**src/rtl/sysx_slave_port.sv**
```systemverilog
// sysX slave port: decodes master word frames into an RX FIFO and serves MISO bytes from a TX FIFO.
// Optional SYSX_SLAVE_TXIRQ_EN: interrupt also asserts while the TX FIFO holds data.
module sysx_slave_port #(
  parameter logic [1:0]  pDeviceSelect  = 2'h1,
  parameter int unsigned pFifoDepthLog2 = 2,
  parameter logic [31:0] pIdleWord      = 32'hFFFF_FFFF
) (
  input  logic        iClock,
  input  logic        iReset,
  input  logic        iBusClock,
  input  logic [1:0]  iBusSelect,
  input  logic [7:0]  iBusMOSI,
  output logic [7:0]  oBusMISO,
  output logic        oBusInterrupt,
  output logic [31:0] oRxData,
  output logic        oRxValid,
  input  logic        iRxReady,
  input  logic [31:0] iTxData,
  input  logic        iTxValid,
  output logic        oTxReady,
  input  logic        iIntRequest,
  input  logic        iClearFlags,
  output logic        oOverflow,
  output logic        oUnderrun,
  output logic        oBusy
);

  localparam int unsigned FifoDepth = 1 << pFifoDepthLog2;
  localparam logic [pFifoDepthLog2:0] PtrOne = 1;

  typedef enum logic [1:0] {StIdle, StArmed, StFrame} state_t;
  state_t state, nextState;

  logic [1:0] busClkSync;
  logic       busClkPrev;
  logic [1:0] selSync0, selSync1;
  logic [7:0] mosiSync0, mosiSync1;
  logic [1:0] warmUp;
  logic       selected, busRise, busFall;

  logic [2:0]  phase;
  logic [1:0]  byteSel;
  logic        phaseIsData;
  logic [31:0] txShift, rxShift;
  logic        underrunPending;
  logic        frameRise, loadTx, wordDone;

  logic [31:0] rxMem [FifoDepth];
  logic [31:0] txMem [FifoDepth];
  logic [pFifoDepthLog2:0] rxWr, rxRd, txWr, txRd;
  logic rxEmpty, rxFull, txEmpty, txFull;
  logic rxPush, rxPop, txPush, txPop;
  logic overflowSet, underrunSet, intSource;

  // warmUp keeps IDLE from trusting the select synchroniser until it has refilled after reset
  always_ff @(posedge iClock) begin
    if (iReset) begin
      busClkSync <= '1;
      busClkPrev <= 1'b1;
      selSync0   <= '0;
      selSync1   <= '0;
      mosiSync0  <= '0;
      mosiSync1  <= '0;
      warmUp     <= '0;
    end else begin
      busClkSync <= {busClkSync[0], iBusClock};
      busClkPrev <= busClkSync[1];
      selSync0   <= iBusSelect;
      selSync1   <= selSync0;
      mosiSync0  <= iBusMOSI;
      mosiSync1  <= mosiSync0;
      warmUp     <= {warmUp[0], 1'b1};
    end
  end

  assign selected = (selSync1 == pDeviceSelect);
  assign busRise  = busClkSync[1] & ~busClkPrev;
  assign busFall  = ~busClkSync[1] & busClkPrev;

  always_ff @(posedge iClock) begin
    if (iReset) state <= StIdle;
    else        state <= nextState;
  end

  always_comb begin
    nextState = state;
    case (state)
      StIdle:  if (warmUp[1] && !selected) nextState = StArmed;
      StArmed: if (selected) nextState = StFrame;
      StFrame: if (!selected) nextState = StArmed;
      default: nextState = StIdle;
    endcase
  end

  assign phaseIsData = (phase >= 3'd1) && (phase <= 3'd4);
  assign byteSel     = phase[1:0] - 2'd1;

  always_comb begin
    oBusy    = 1'b0;
    oBusMISO = '0;
    if (state == StFrame) begin
      oBusy = 1'b1;
      if (phaseIsData) oBusMISO = txShift[{byteSel, 3'b000} +: 8];
    end
  end

  assign frameRise = (state == StFrame) && selected && busRise;
  assign loadTx    = ((state == StArmed) && selected) || (frameRise && (phase == 3'd5));
  assign wordDone  = frameRise && (phase == 3'd4);

  always_ff @(posedge iClock) begin
    if (iReset) begin
      phase           <= '0;
      txShift         <= '0;
      rxShift         <= '0;
      underrunPending <= 1'b0;
    end else begin
      if ((state == StArmed) && selected) phase <= '0;
      else if (frameRise)                  phase <= (phase == 3'd5) ? 3'd0 : phase + 3'd1;
      if (loadTx) begin
        txShift         <= txEmpty ? pIdleWord : txMem[txRd[pFifoDepthLog2-1:0]];
        underrunPending <= txEmpty;
      end
      if ((state == StFrame) && selected && busFall && phaseIsData)
        rxShift[{byteSel, 3'b000} +: 8] <= mosiSync1;
    end
  end

  assign rxEmpty = (rxWr == rxRd);
  assign rxFull  = (rxWr[pFifoDepthLog2] != rxRd[pFifoDepthLog2]) &&
                   (rxWr[pFifoDepthLog2-1:0] == rxRd[pFifoDepthLog2-1:0]);
  assign txEmpty = (txWr == txRd);
  assign txFull  = (txWr[pFifoDepthLog2] != txRd[pFifoDepthLog2]) &&
                   (txWr[pFifoDepthLog2-1:0] == txRd[pFifoDepthLog2-1:0]);

  // A full RX FIFO still accepts the word when the head leaves in the same cycle
  assign rxPop  = iRxReady && !rxEmpty;
  assign rxPush = wordDone && (!rxFull || rxPop);
  assign txPush = iTxValid && !txFull;
  assign txPop  = wordDone && !underrunPending;

  assign overflowSet = wordDone && rxFull && !rxPop;
  assign underrunSet = wordDone && underrunPending;

  always_ff @(posedge iClock) begin
    if (iReset) begin
      rxWr <= '0;
      rxRd <= '0;
      txWr <= '0;
      txRd <= '0;
    end else begin
      if (rxPush) rxWr <= rxWr + PtrOne;
      if (rxPop)  rxRd <= rxRd + PtrOne;
      if (txPush) txWr <= txWr + PtrOne;
      if (txPop)  txRd <= txRd + PtrOne;
    end
  end

  always_ff @(posedge iClock) begin
    if (rxPush) rxMem[rxWr[pFifoDepthLog2-1:0]] <= rxShift;
    if (txPush) txMem[txWr[pFifoDepthLog2-1:0]] <= iTxData;
  end

  assign oRxData  = rxMem[rxRd[pFifoDepthLog2-1:0]];
  assign oRxValid = !rxEmpty;
  assign oTxReady = !txFull;

`ifdef SYSX_SLAVE_TXIRQ_EN
  assign intSource = iIntRequest | !txEmpty;
`else
  assign intSource = iIntRequest;
`endif

  always_ff @(posedge iClock) begin
    if (iReset) begin
      oOverflow     <= 1'b0;
      oUnderrun     <= 1'b0;
      oBusInterrupt <= 1'b0;
    end else begin
      if (overflowSet)      oOverflow <= 1'b1;
      else if (iClearFlags) oOverflow <= 1'b0;
      if (underrunSet)      oUnderrun <= 1'b1;
      else if (iClearFlags) oUnderrun <= 1'b0;
      oBusInterrupt <= intSource;
    end
  end

endmodule
```
**config.mk**
```make
export PLATFORM = sky130hd
export DESIGN_NAME = sysx_slave_port
export DESIGN_NICKNAME = d
export VERILOG_FILES = /design/src/rtl/sysx_slave_port.sv
export SDC_FILE = /design/constraint.sdc
export NUM_CORES = 1
export LEC_CHECK = 0
export CAP_MARGIN = 20
export CORE_MARGIN = 5
export CORE_UTILIZATION = 45
export CTS_CLUSTER_DIAMETER = 30
export CTS_CLUSTER_SIZE = 40
export DETAILED_ROUTE_END_ITERATION = 12
export GPL_ROUTABILITY_DRIVEN = 0
export PLACE_DENSITY_LB_ADDON = 0.25
export SYNTH_ARGS = -nofsm -noshare
export SYNTH_HDL_FRONTEND = slang
export SYNTH_SLANG_ARGS = --single-unit
```
**constraint.sdc**
```tcl
create_clock -name iClock -period 5.25 [get_ports iClock]
set_input_delay 1.575 -clock iClock [delete_from_list [all_inputs] [get_ports iClock]]
set_output_delay 1.575 -clock iClock [all_outputs]
set_load 0.05 [all_outputs]
```
==> out/metrics.yaml, run 1 <==
clock_network:
  cts_tree: "yes"
  numCtsBuffers: 67
  insertion_delay_ns: 0.56
  cts_hold_buf: 0
  clockBufferDepth: 3
  cts.sinks: 370
  h-tree-depth: 3
  clk_pin_slew_ns: 0.05
  postCtsSetupBuffers: 0
  cts-root-buf: "clkbuf_16"
  ctsResizeCount: 0
routing:
  drcViolationCount: 0
  wirelength_mm: 26.9
  post_drt_wl_per_cell_um: 19.7
  first_pass_iters: 4
  drtIter0Drc: 309
  vias: 7265
  drt-vias-per-instance: 5.32
  ant_nets: 0
timing:
  drv_slew: 0
  whs_ns: 0.412
  setup_viol: 0
  timing_hold_violations_final: 0
  period_share_pct: 91.5
  fin_setup_tns_ns: 0
  tightest_slew_ns: 1.09
  grt_setup_unrepaired: "false"
  period_needed_ns: 4.81
  fmax_mhz: 208
  slew_headroom_pct: 26.8
  finalClockSkew_ns: 0.0324
  fin_ws_ns: 0.445
cells_and_area:
  area_delta_synth_final_pct: 27.4
  regArea_mm2: 0.00997
  n_fill_cell: 2342
  multi_input_area_mm2: 0.00361
  instances_no_fill: 1365
  diodes: 0
  layout-drive-gt1-share_pct: 25.1
  fin_nets: 981
logic_synthesis:
  synth_ff_type: "edfxtp_1"
  synth_nets: 845
  synth_edf_count: 256
  synth_area_mm2: 0.0138
  syn_inst: 778
  postSynth.asyncResetShare_pct: 0
  synth-seq-area-share_pct: 72.2
  yosysUniqueCellTypes: 47
  synth_area_leaders: "edfxtp_1, dfxtp_1, mux4_2"
  synth_top_area_cell: "edfxtp_1"
  syn_area_per_cell_um2: 17.7
  synth-seq-cells: 370
  yosysTopAreaCellShare_pct: 55.7
  yosys_warnings: 0
setup_path:
  required_ns: 3.68
  critical_path_class: "reg2out"
  arrival_ns: 3.23
  cp-end-kind: "primary output"
  crit_fanout: 12
  startpoint_type: "register"
place:
  dp.cells: 1240
  pre_cts_ws_ns: 0.911
  dp_hpwl_mm: 15.8
  numPortBuffers: 94
pwr:
  ir_drop_uv: 366
  p_leak_nw: 5.94
  powerDensity_mw_per_mm2: 444
floorplan:
  die_y_um: 185
  initial_core_util_pct: 45.3
  fp.coreArea_mm2: 0.0304
  fp-row-count: 64
  io_pins: 95
  dieArea_mm2: 0.0343
  die_width_um: 185
global_route:
  grt_pass1_wl_mm: 42.5
  grt_max_degree: 79
  grt_pass1_vias: 7877
  antenna_found_initial: 1
  grt_overflow: 0
  grt_use_total_pct: 16.1
flow_run:
  drv_cap: 0
hold_path:
  hp-class: "reg2reg"
status:
  status: "finished clean"
state kept, by name (all words and copies together), names as in the netlist, 2 cells and up, named ones only:
signal / flops
rxMem: 128
txMem: 128
rxShift: 32
txShift: 32
mosiSync0: 8
mosiSync1: 8
phase: 3
rxRd: 3
rxWr: 3
txRd: 3
txWr: 3
busClkSync: 2
selSync0: 2
selSync1: 2
state: 2
warmUp: 2
routing by layer:
layer  global-route usage, %  vias up  share of wire [%]  wire length, um
li1                        -     3374                  -                -
met1                    19.4     3644                 40            10900
met2                    28.2      185                 52            13900
met3                    3.52       60                4.8             1300
met4                    6.31        2                2.8              746
met5                       0        -              0.041               11
report_power, final:
group / switching (W) / total [W] / leakage, nW / internal, W
clock network: 0.00143 / 0.00444 / 1.16 / 0.00302
registers: 0.0000217 / 0.00320 / 3.29 / 0.00317
logic: 0.0000833 / 0.000160 / 1.50 / 0.0000765
layout make-up:
cell class | count | share of cell area, %
tap | 396 | 2.82
clock buffer | 84 | 10.7
inverter | 9 | 0.192
clock inverter | 40 | 2.91
timing repair buffer | 110 | 6.08
sequential | 370 | 56.7
multi-input combinational | 356 | 20.5
stage by stage:
stage	total power (W)	utilization, %	instance area, um2
after floorplan	0.00333	-	13800
after global placement	0.00341	49.8	15200
after detailed placement	0.00341	49.8	15200
after CTS	0.00789	57.7	17600
after global routing	0.00806	57.8	17600
final	0.00780	57.8	17600
critical path: stages, from the launching register on:
cell and delay [ns]:
dfxtp_1 0.43, inv_1 0.17, ha_1 0.63, mux4_2 0.59, nor2b_1 0.15, clkdlybuf4s50_1 0.72
final timing paths:
path | cells past startpoint | end | startpoint | slack, ns
max | 5 | oBusMISO[7] | phase[0] | 0.44
min | 1 | busClkSync[1] | busClkSync[0] | 0.41
max reg2reg | 5 | rxShift[10] | phase[0] | 2.74
min reg2reg | 1 | busClkSync[1] | busClkSync[0] | 0.41
synthesized netlist by cell type, types with 2 or more instances:
cell type	number
nand2_1	35
edfxtp_1	256
nor3_1	8
xor2_1	11
or4_1	2
clkbuf_1	25
ha_1	18
or2_2	3
dfxtp_1	114
xnor2_1	4
or3_1	3
and3b_1	3
inv_1	8
o221a_1	3
o31ai_1	2
nor2b_1	36
o221a_2	29
and3_1	2
and2_1	7
a21oi_1	37
nand4_1	5
nand3_1	34
mux4_2	72
buf_2	12
buf_4	4
a2111oi_0	2
nor2_1	15
and4_1	5
mux2i_1	5
cell families (layout without fill, tap and decap cells):
group           after synthesis  count (layout)  synth area share (%)
xor+xnor                     15              15                 0.952
simple gates                166             166                  6.70
compound gates               79              79                  4.59
mux                          78              78                  12.2
flops                       370             370                  72.2
fa+ha+maj                    18              18                  1.63
buf+inv                      52             243                  1.69
cell usage in the layout, fill, tap and decap left out, drive strengths merged, types with 17 or more instances in the layout:
master / count
edfxtp: 256
dfxtp: 114
a21oi: 37
clkinv: 20
buf: 17
clkbuf: 84
nand2: 35
mux4: 72
clkdlybuf4s50: 93
ha: 18
nand3: 34
o221a: 32
nor2b: 36
No activity file was read; power rests on OpenSTA's default activity.
==> run 2: changes to the inputs <==
Settings changed: CAP_MARGIN 20 to 0.
==> run 2 against run 1 <==
  * Register-to-register slack barely moved
  * Via count fell by 0.78%
  * First-iteration DRC count rose by 4.2%
  * Design area fell by 0.11%
  * Worst hold slack barely moved
  * Fmax barely moved
  * Critical path depth did not move
  * Clock skew fell by 0.00051 ns
  * Largest cell class unchanged
==> out/metrics.yaml, run 2 (synthesis results as in run 1) <==
status:
  status: "finished clean"
pwr:
  powerDensity_mw_per_mm2: 444  # +0.13%
  ir_drop_uv: 366  # about the same
  p_leak_nw: 5.94  # -0.16%
clock_network:
  h-tree-depth: 3  # unchanged
  clockBufferDepth: 3  # unchanged
  cts_tree: "yes"
  postCtsSetupBuffers: 0  # unchanged
  numCtsBuffers: 67  # unchanged
  clk_pin_slew_ns: 0.05  # about the same
  cts.sinks: 370  # unchanged
  ctsResizeCount: 0  # unchanged
  cts_hold_buf: 0  # unchanged
  cts-root-buf: "clkbuf_16"
  insertion_delay_ns: 0.56  # about the same
setup_path:
  r2r_cells: 5  # unchanged
  required_ns: 3.68  # about the same
  path_cells: "inv_1 > ha_1 > mux4_2 > nor2b_1 > clkdlybuf4s50_1"
  crit_fanout: 12  # unchanged
  worst_r2r_endpoint: "rxShift[10]"
  critical-path-max-stage-delay_ns: 0.72  # about the same
  critical_path_class: "reg2out"
  arrival_ns: 3.23  # about the same
  cp_top_family: "buffers and inverters"
  reg2reg_slack_ns: 2.74  # about the same
  startpoint_type: "register"
  worstReg2RegStart: "phase[0]"
  critPathBufInv: 2  # unchanged
  crit_slowest_cell: "clkdlybuf4s50_1"
  cp-end-kind: "primary output"
hold_path:
  min_from: "busClkSync[0]"
  hold_end: "busClkSync[1]"
  hp-class: "reg2reg"
  worstHoldPathCells: 1  # unchanged
timing:
  finalClockSkew_ns: 0.0319  # -0.000511 ns
  period_share_pct: 91.5  # about the same
  timing_hold_violations_final: 0  # unchanged
  fin_ws_ns: 0.444  # -0.000840 ns
  drv_slew: 0  # unchanged
  tightest_slew_ns: 1.11  # +0.0189 ns
  grt_setup_unrepaired: "false"
  period_needed_ns: 4.81  # +0.000840 ns
  fin_setup_tns_ns: 0  # unchanged
  fmax_mhz: 208  # about the same
  setup_viol: 0  # unchanged
  slew_headroom_pct: 25.5  # -1.3 points
global_route:
  grt_pass1_wl_mm: 42.5  # unchanged
  antenna_found_initial: 1  # unchanged
  grt_overflow: 0  # unchanged
  grt_use_total_pct: 16.1  # unchanged
  grt_pass1_vias: 7877  # unchanged
  grt_max_degree: 79  # unchanged
cells_and_area:
  area_delta_synth_final_pct: 27.3
  final_common_cell: "edfxtp_1"
  n_fill_cell: 2344  # +0.085%
  final_cell_mix: "edfxtp_1, dfxtp_1, clkdlybuf4s50_1"
  final_cell_area_mm2: 0.0176  # -0.11%
  layout-drive-gt1-share_pct: 25.0  # -0.077 points
  diodes: 0  # unchanged
  instances_no_fill: 1364  # -0.073%
  fin_nets: 980  # -0.10%
place:
  pre_cts_ws_ns: 0.911  # unchanged
  dp.cells: 1240  # unchanged
  numPortBuffers: 94  # unchanged
  dp_hpwl_mm: 15.8  # unchanged
  dpl_cell_area_mm2: 0.0152  # unchanged
floorplan:
  fp-row-count: 64  # unchanged
  initial_core_util_pct: 45.3  # unchanged
  dieArea_mm2: 0.0343  # unchanged
  die_y_um: 185  # unchanged
  fp.coreArea_mm2: 0.0304  # unchanged
  io_pins: 95  # unchanged
  die_width_um: 185  # unchanged
flow_run:
  drv_cap: 0  # unchanged
routing:
  drt-vias-per-instance: 5.28  # -0.71%
  drtIter0Drc: 322  # +4.2%
  wirelength_mm: 26.8  # about the same
  ant_nets: 0  # unchanged
  vias: 7208  # -0.78%
  first_pass_iters: 5  # +1
  post_drt_wl_per_cell_um: 19.7  # about the same
  drcViolationCount: 0  # unchanged
-- run 2: routing by layer --
layer / GRT usage [%] / up-vias / wire [um]
li1: - / 3371 / -
met1: 19.4 / 3592 / 10900
met2: 28.2 / 185 / 13900
met3: 3.52 / 58 / 1330
met4: 6.31 / 2 / 724
met5: 0 / - / 11
-- run 2: through the flow --
step | hold slack [ns] | util (%) | power, W
after global placement | 0.399 | 49.8 | 0.00341
after detailed placement | 0.402 | 49.8 | 0.00341
after global routing | 0.438 | 57.7 | 0.00805
after floorplan | 0.389 | - | 0.00333
final | 0.411 | 57.7 | 0.00780
after CTS | 0.413 | 57.7 | 0.00789
-- run 2: how the worst max path moves through the flow --
stage | startpoint | to | slack (ns) | cells after the start
after floorplan | iRxReady | rxMem[3][0] | 0.95 | 2
after global routing | phase[0] | oBusMISO[1] | 0.23 | 6
after global placement | phase[0] | oBusMISO[1] | 0.96 | 6
after detailed placement | phase[0] | oBusMISO[1] | 0.91 | 6
after CTS | phase[0] | oBusMISO[1] | 0.34 | 6
final | phase[0] | oBusMISO[7] | 0.44 | 5
-- run 2: layout make-up --
type / instances / area (um2) / share of cell area (%)
multi-input cells: 356 / 3610 / 20.6
clock buffers: 84 / 1890 / 10.8
well taps: 396 / 495 / 2.82
flip-flops and latches: 370 / 9970 / 56.8
clock inverters: 40 / 512 / 2.91
inverters: 9 / 33.8 / 0.192
repair buffers: 109 / 1050 / 5.97
-- run 2: report_power, final --
part	switching, W	internal (W)	leakage [nW]	total, W
clock network	0.00143	0.00302	1.16	0.00445
registers	0.0000217	0.00317	3.29	0.00320
logic	0.0000828	0.0000751	1.49	0.000158
total	0.00153	0.00627	5.94	0.00780
